==> src/rtl/batch_stream_host.sv <==
// -----------------------------------------------------------------------------
// batch_stream_host
//
// Purpose
//   Runs one batch transfer for each accepted start pulse:
//     SEND : reads source words 0..ss from memory and streams them out on the
//            src master port. A 2-entry prefetch buffer lets the stream run at
//            one beat per cycle.
//     RECV : accepts dst stream beats and writes beat n to DST_BASE+n. The
//            phase ends on dst_last or on beat n==ds. err is set if exactly
//            one of those two conditions holds on the final beat.
//     DONE : one-cycle done pulse, then back to IDLE.
//
// Optional feature (macro STREAM_TIMEOUT_EN)
//   When the macro is defined, TMO_CYC consecutive RECV cycles without a dst
//   beat set err and end the batch. When it is undefined, RECV waits
//   indefinitely and no timeout counter is built.
//
// Ports
//   clk, rst                  clock; asynchronous active-high reset
//   start, ss, ds             batch request; ss/ds are last word indices,
//                             sampled with start
//   busy, done, err           status: busy outside IDLE, done pulse, sticky err
//   mem_re, mem_ra, mem_rd    source memory read port (data one cycle later)
//   mem_we, mem_wa, mem_wd    result memory write port
//   src_valid/data/last/ready src stream master
//   dst_valid/data/last/ready dst stream slave
// -----------------------------------------------------------------------------
module batch_stream_host #(
   parameter int            AW       = 12,
   parameter int            DW       = 32,
   parameter logic [AW-1:0] DST_BASE = 'h800,
   parameter int            TMO_CYC  = 1024
) (
   input  logic          clk,
   input  logic          rst,
   input  logic          start,
   input  logic [AW-1:0] ss,
   input  logic [AW-1:0] ds,
   output logic          busy,
   output logic          done,
   output logic          err,
   output logic          mem_re,
   output logic [AW-1:0] mem_ra,
   input  logic [DW-1:0] mem_rd,
   output logic          mem_we,
   output logic [AW-1:0] mem_wa,
   output logic [DW-1:0] mem_wd,
   output logic          src_valid,
   output logic [DW-1:0] src_data,
   output logic          src_last,
   input  logic          src_ready,
   input  logic          dst_valid,
   input  logic [DW-1:0] dst_data,
   input  logic          dst_last,
   output logic          dst_ready
);

   typedef enum logic [1:0] {
      ST_IDLE = 2'd0,
      ST_SEND = 2'd1,
      ST_RECV = 2'd2,
      ST_DONE = 2'd3
   } state_t;

   state_t          state;

   // Batch parameters captured at start
   logic [AW-1:0]   ss_q;
   logic [AW-1:0]   ds_q;

   // Read side: next address to issue and "every word issued" flag. The flag
   // is needed because ss can be the largest AW-bit value, so the address
   // counter alone cannot tell "finished" from "wrapped".
   logic [AW-1:0]   rd_addr;
   logic            rd_all;

   // Read in flight: mem_rd carries valid data during the cycle after mem_re
   logic            vld_p1;
   logic            last_p1;

   // 2-entry prefetch buffer
   logic [1:0][DW-1:0] buf_data;
   logic [1:0]         buf_last;
   logic               wr_ptr;
   logic               rd_ptr;
   logic [1:0]         buf_cnt;
   logic [1:0]         cnt_next;
   logic               push;
   logic               pop;

   // Receive side
   logic [AW-1:0]   dst_cnt;
   logic            dst_beat;
   logic            end_cnt;

`ifdef STREAM_TIMEOUT_EN
   localparam int TW = (TMO_CYC > 1) ? $clog2(TMO_CYC) : 1;
   logic [TW-1:0]   tmo_cnt;
`endif

   // ---------------------------------------------------------------- stage p0
   // Stream outputs come straight from the buffer head, so they hold steady
   // for as long as the beat is stalled.
   assign src_valid = (buf_cnt != 2'd0);
   assign src_data  = buf_data[rd_ptr];
   assign src_last  = src_valid & buf_last[rd_ptr];

   assign pop      = src_valid & src_ready;
   assign push     = vld_p1;
   assign cnt_next = buf_cnt + {1'b0, push} - {1'b0, pop};

   // cnt_next already counts the word now in flight. A new read may be issued
   // only if that word plus the new one still fit in the two entries.
   assign mem_re = (state == ST_SEND) && !rd_all && (cnt_next < 2'd2);
   assign mem_ra = rd_addr;

   assign dst_beat = (state == ST_RECV) && dst_ready && dst_valid;
   assign end_cnt  = (dst_cnt == ds_q);
   assign mem_we   = dst_beat;
   assign mem_wa   = DST_BASE + dst_cnt;
   assign mem_wd   = dst_data;

   // ---------------------------------------------------------------- stage p1
   // Buffer storage. Only the buffer count and pointers are reset.
   always_ff @(posedge clk) begin
      if (push) begin
         buf_data[wr_ptr] <= mem_rd;
         buf_last[wr_ptr] <= last_p1;
      end
   end

   always_ff @(posedge clk or posedge rst) begin
      if (rst) begin
         state     <= ST_IDLE;
         busy      <= 1'b0;
         done      <= 1'b0;
         err       <= 1'b0;
         dst_ready <= 1'b0;
         ss_q      <= '0;
         ds_q      <= '0;
         rd_addr   <= '0;
         rd_all    <= 1'b0;
         vld_p1    <= 1'b0;
         last_p1   <= 1'b0;
         wr_ptr    <= 1'b0;
         rd_ptr    <= 1'b0;
         buf_cnt   <= 2'd0;
         dst_cnt   <= '0;
`ifdef STREAM_TIMEOUT_EN
         tmo_cnt   <= '0;
`endif
      end else begin
         done    <= 1'b0;
         vld_p1  <= mem_re;
         last_p1 <= mem_re && (rd_addr == ss_q);
         if (mem_re) begin
            rd_addr <= rd_addr + AW'(1);
            if (rd_addr == ss_q)
               rd_all <= 1'b1;
         end
         if (push)
            wr_ptr <= ~wr_ptr;
         if (pop)
            rd_ptr <= ~rd_ptr;
         buf_cnt <= cnt_next;

         case (state)
            ST_IDLE: begin
               if (start) begin
                  ss_q    <= ss;
                  ds_q    <= ds;
                  err     <= 1'b0;
                  rd_addr <= '0;
                  rd_all  <= 1'b0;
                  dst_cnt <= '0;
                  busy    <= 1'b1;
                  state   <= ST_SEND;
               end
            end

            ST_SEND: begin
               // The last word is only ever the final buffered entry, so
               // the buffer is empty once its handshake completes.
               if (pop && src_last) begin
                  dst_ready <= 1'b1;
                  state     <= ST_RECV;
`ifdef STREAM_TIMEOUT_EN
                  tmo_cnt   <= '0;
`endif
               end
            end

            ST_RECV: begin
               if (dst_beat) begin
                  dst_cnt <= dst_cnt + AW'(1);
`ifdef STREAM_TIMEOUT_EN
                  tmo_cnt <= '0;
`endif
                  if (dst_last || end_cnt) begin
                     if (dst_last ^ end_cnt)
                        err <= 1'b1;
                     dst_ready <= 1'b0;
                     done      <= 1'b1;
                     state     <= ST_DONE;
                  end
               end
`ifdef STREAM_TIMEOUT_EN
               else if (tmo_cnt == TW'(TMO_CYC - 1)) begin
                  err       <= 1'b1;
                  dst_ready <= 1'b0;
                  done      <= 1'b1;
                  state     <= ST_DONE;
               end else begin
                  tmo_cnt <= tmo_cnt + TW'(1);
               end
`endif
            end

            ST_DONE: begin
               busy  <= 1'b0;
               state <= ST_IDLE;
            end

            default: begin
               busy      <= 1'b0;
               dst_ready <= 1'b0;
               state     <= ST_IDLE;
            end
         endcase
      end
   end

endmodule

==> config.mk <==
export PLATFORM = sky130hd
export DESIGN_NAME = batch_stream_host
export DESIGN_NICKNAME = d
export VERILOG_FILES = /design/src/rtl/batch_stream_host.sv
export SDC_FILE = /design/constraint.sdc
export NUM_CORES = 1
export LEC_CHECK = 0
export ABC_AREA = 1
export CAP_MARGIN = 10
export CORE_MARGIN = 10
export CORE_UTILIZATION = 41
export DETAILED_ROUTE_END_ITERATION = 6
export GPL_TIMING_DRIVEN = 0
export PLACE_DENSITY = 0.72
export SKIP_LAST_GASP = 1
export SLEW_MARGIN = 20
export SYNTH_ARGS = -nofsm -noshare
export SYNTH_HDL_FRONTEND = slang
export SYNTH_SLANG_ARGS = --single-unit
==> constraint.sdc <==
create_clock -name clk -period 3.5 [get_ports clk]
set_clock_uncertainty 0.15 [all_clocks]
set_input_delay 0.7 -clock clk [delete_from_list [all_inputs] [get_ports clk]]
set_output_delay 0.7 -clock clk [all_outputs]
set_load 0.01 [all_outputs]
==> flow_summary.toml <==
[status]
outcome = "finished, final reports clean"

[detailed_routing]
avgRoutedWirePerCell_microns = 14.6
vias = 4642
ant_nets = 0
drtIter0Drc = 216
finalWirelength_mm = 14.9
firstDrtPassIters = 4
vias_per_cell = 4.58
drc = 0

[floorplan]
num_rows = 44
die_w_microns = 141
core_sq_um = 14400
io_pins = 190
die_h_microns = 141
die_area_sq_um = 19800
initial_utilization_pct = 41.5

[cells_and_area]
most-common-layout-cells = "243 x nand2_1, 156 x clkdlybuf4s50_1, 66 x edfxtp_1, 61 x dfrtp_1, 51 x inv_1"
areaGrowthSynthToFinish_pct = 39.9
layout_commonest_cell = "nand2_1"
fin_cells = 1014
fin_nets = 922
insertedDiodeCount = 0
layout-drive-gt1-share_pct = 11.2

[logic_synthesis]
synth-seq-cells = 127
synth_fp_nets = 743
synth_top_area_share_pct = 33.2
ys_warn_count = 0
synthCells = 639
synth_top_cells_by_area = "edfxtp_1 33%, dfrtp_1 26%, nand2_1 15%"
yosysTopAreaCell = "edfxtp_1"
syn_area_per_cell_sq_um = 9.34
synthesis.area_sq_um = 5970
ys_seq_area_share_pct = 58.8
ys_types = 30

[setup_path]
critPathCaptureType = "output pin"
cp_max_fo = 11
start_kind = "input pin"
crit_type = "input pin to output pin"
required_ns = 2.65
critPathArrivalTime_ns = 2.43

[timing]
worst_pin_slew_ns = 0.741
hold_viol_final = 0
setup_viol = 0
rsz0062_at_grt = "no"
max-slew-margin-rel_pct = 50.5
worst_slack_ns = 0.216
period_minus_slack_ns = 3.28
finalCritPeriodShare_pct = 93.8
slew_viol_final = 0
timing.fmax_mhz = 305

[clocking]
root_buffer = "clkbuf_16"
htreeDepth = 4
cts.sinks = 127
cts_inserted_buffers = 17
cts_tree = "done"
clockBufferDepth = 2
clk_pin_slew_ns = 0.06
clkLatencyLatePin_ns = 0.42

[placed_design]
dp_hpwl_mm = 11.2
portBuffers = 157
place_congestion = 0.810
place_ws_ns = -0.342
place_inst = 982

[job]
drv_cap = 0

[global_route]
grt_overflow_total = 0
first_global_vias = 4608
antenna_found_initial = 0
grt_use_total_pct = 15.2
grt_max_degree = 34
grt_pass1_wl_mm = 23.9

[power]
ir_drop_mv = 0.346
p_leak_nw = 3.69
p_per_area_nw_per_um2 = 731

[hold_path]
hold_path_class = "flip-flop to flip-flop"
-- final cells by class --
| class | count | area, sq um |
|---|---|---|
| Fill cell | 1272 | 6020 |
| Inverter | 56 | 213 |
| Timing Repair Buffer | 160 | 1620 |
| Clock inverter | 11 | 71.3 |
| Tap cell | 184 | 230 |
| Multi-Input combinational cell | 399 | 1880 |
| Buffer | 57 | 385 |
| Sequential cell | 127 | 3510 |
| Clock buffer | 20 | 437 |
-- worst max-delay path: stages --
cell             delay (ns)
clkdlybuf4s50_1        0.44
nand2_1                0.12
inv_1                  0.05
ha_1                   0.26
inv_1                  0.04
ha_1                   0.19
nand3_1                0.11
nand2_1                0.12
nor2_4                 0.13
buf_6                  0.15
clkbuf_2               0.14
-- synth_stat cells --
cell,n
nand3_4,1
clkbuf_1,11
xor2_1,8
nand4_1,7
clkinv_1,1
nand2_4,3
nand2_1,243
xnor2_1,10
inv_1,53
nand3b_1,1
dfrtp_1,61
a21oi_1,15
nor2_1,37
o211ai_1,1
inv_2,2
and3_1,1
nor2_2,2
a21oi_2,1
o21ai_0,25
nor2_8,1
ha_1,10
nand3_1,15
or2_2,2
edfxtp_1,66
buf_4,44
nand3_2,1
o21ai_1,3
nor2b_1,1
nor3_1,11
buf_2,2
-- per-layer routing --
layer | up-vias | routed length, microns | part of all wire (%) | global-route usage [%]
met5 | - | 0 | 0 | 0
li1 | 2358 | - | - | -
met1 | 2111 | 6430 | 43 | 18.0
met2 | 148 | 7030 | 47 | 24.5
met4 | 0 | 228 | 1.5 | 5.33
met3 | 25 | 1170 | 7.8 | 5.91
-- stage by stage --
stage,TNS (ns),utilization (%),hold slack (ns),total power [W],instance area (sq um)
3_3_place_gp,-3.73,54.1,0.309,0.00456,7770
6_report,0,58.1,0.334,0.00610,8340
2_1_floorplan,0,-,0.270,0.00356,5970
4_1_cts,0,58.1,0.341,0.00618,8350
5_1_grt,0,58.1,0.349,0.00654,8340
3_5_place_dp,-0.342,54.5,0.327,0.00462,7830
-- registers in the layout (all words and copies together), names as in the netlist, 2 cells and up --
register  flops
buf_data     64
buf_last      2
ds_q         12
state         2
ss_q         12
buf_cnt       2
mem_ra       12
dst_cnt      12
-- cell families (layout without fill, tap and decap cells) --
logic type,count (synthesis),after routing,synth area share [%]
AOI/OAI and AO/OA,45,45,3.88
and+or+nand+nor,326,326,22.7
DFF,127,127,58.8
buffers and inverters,113,304,9.92
adders and majority gates,10,10,2.10
xor gates and xnor gates,18,18,2.64
-- power by group --
group          switching [W]  internal (W)
combinational        0.00129       0.00108
sequential          0.000238       0.00196
clock               0.000635      0.000891
total                0.00216       0.00393
-- timing repair --
action / in CTS / in global routing
hold buffers: 0 / 0
pin swaps: 1 / 0
buffers inserted: 1 / 0
endpoints found under the setup margin: 1 / 1
gates resized for setup: 3 / 2
-- worst paths after layout --
path,startpoint,to,slack (ns),cells past startpoint
max,src_ready,mem_re,0.22,11
min,last_p1,buf_last[1],0.33,0
max reg2reg,buf_cnt[1],mem_ra[10],1.11,15
min reg2reg,last_p1,buf_last[1],0.33,0
max in group asynchronous,rst,mem_ra[1],2.22,3
min in group asynchronous,rst,done,0.47,2
Note: power is estimated with default switching activity, not from simulation.
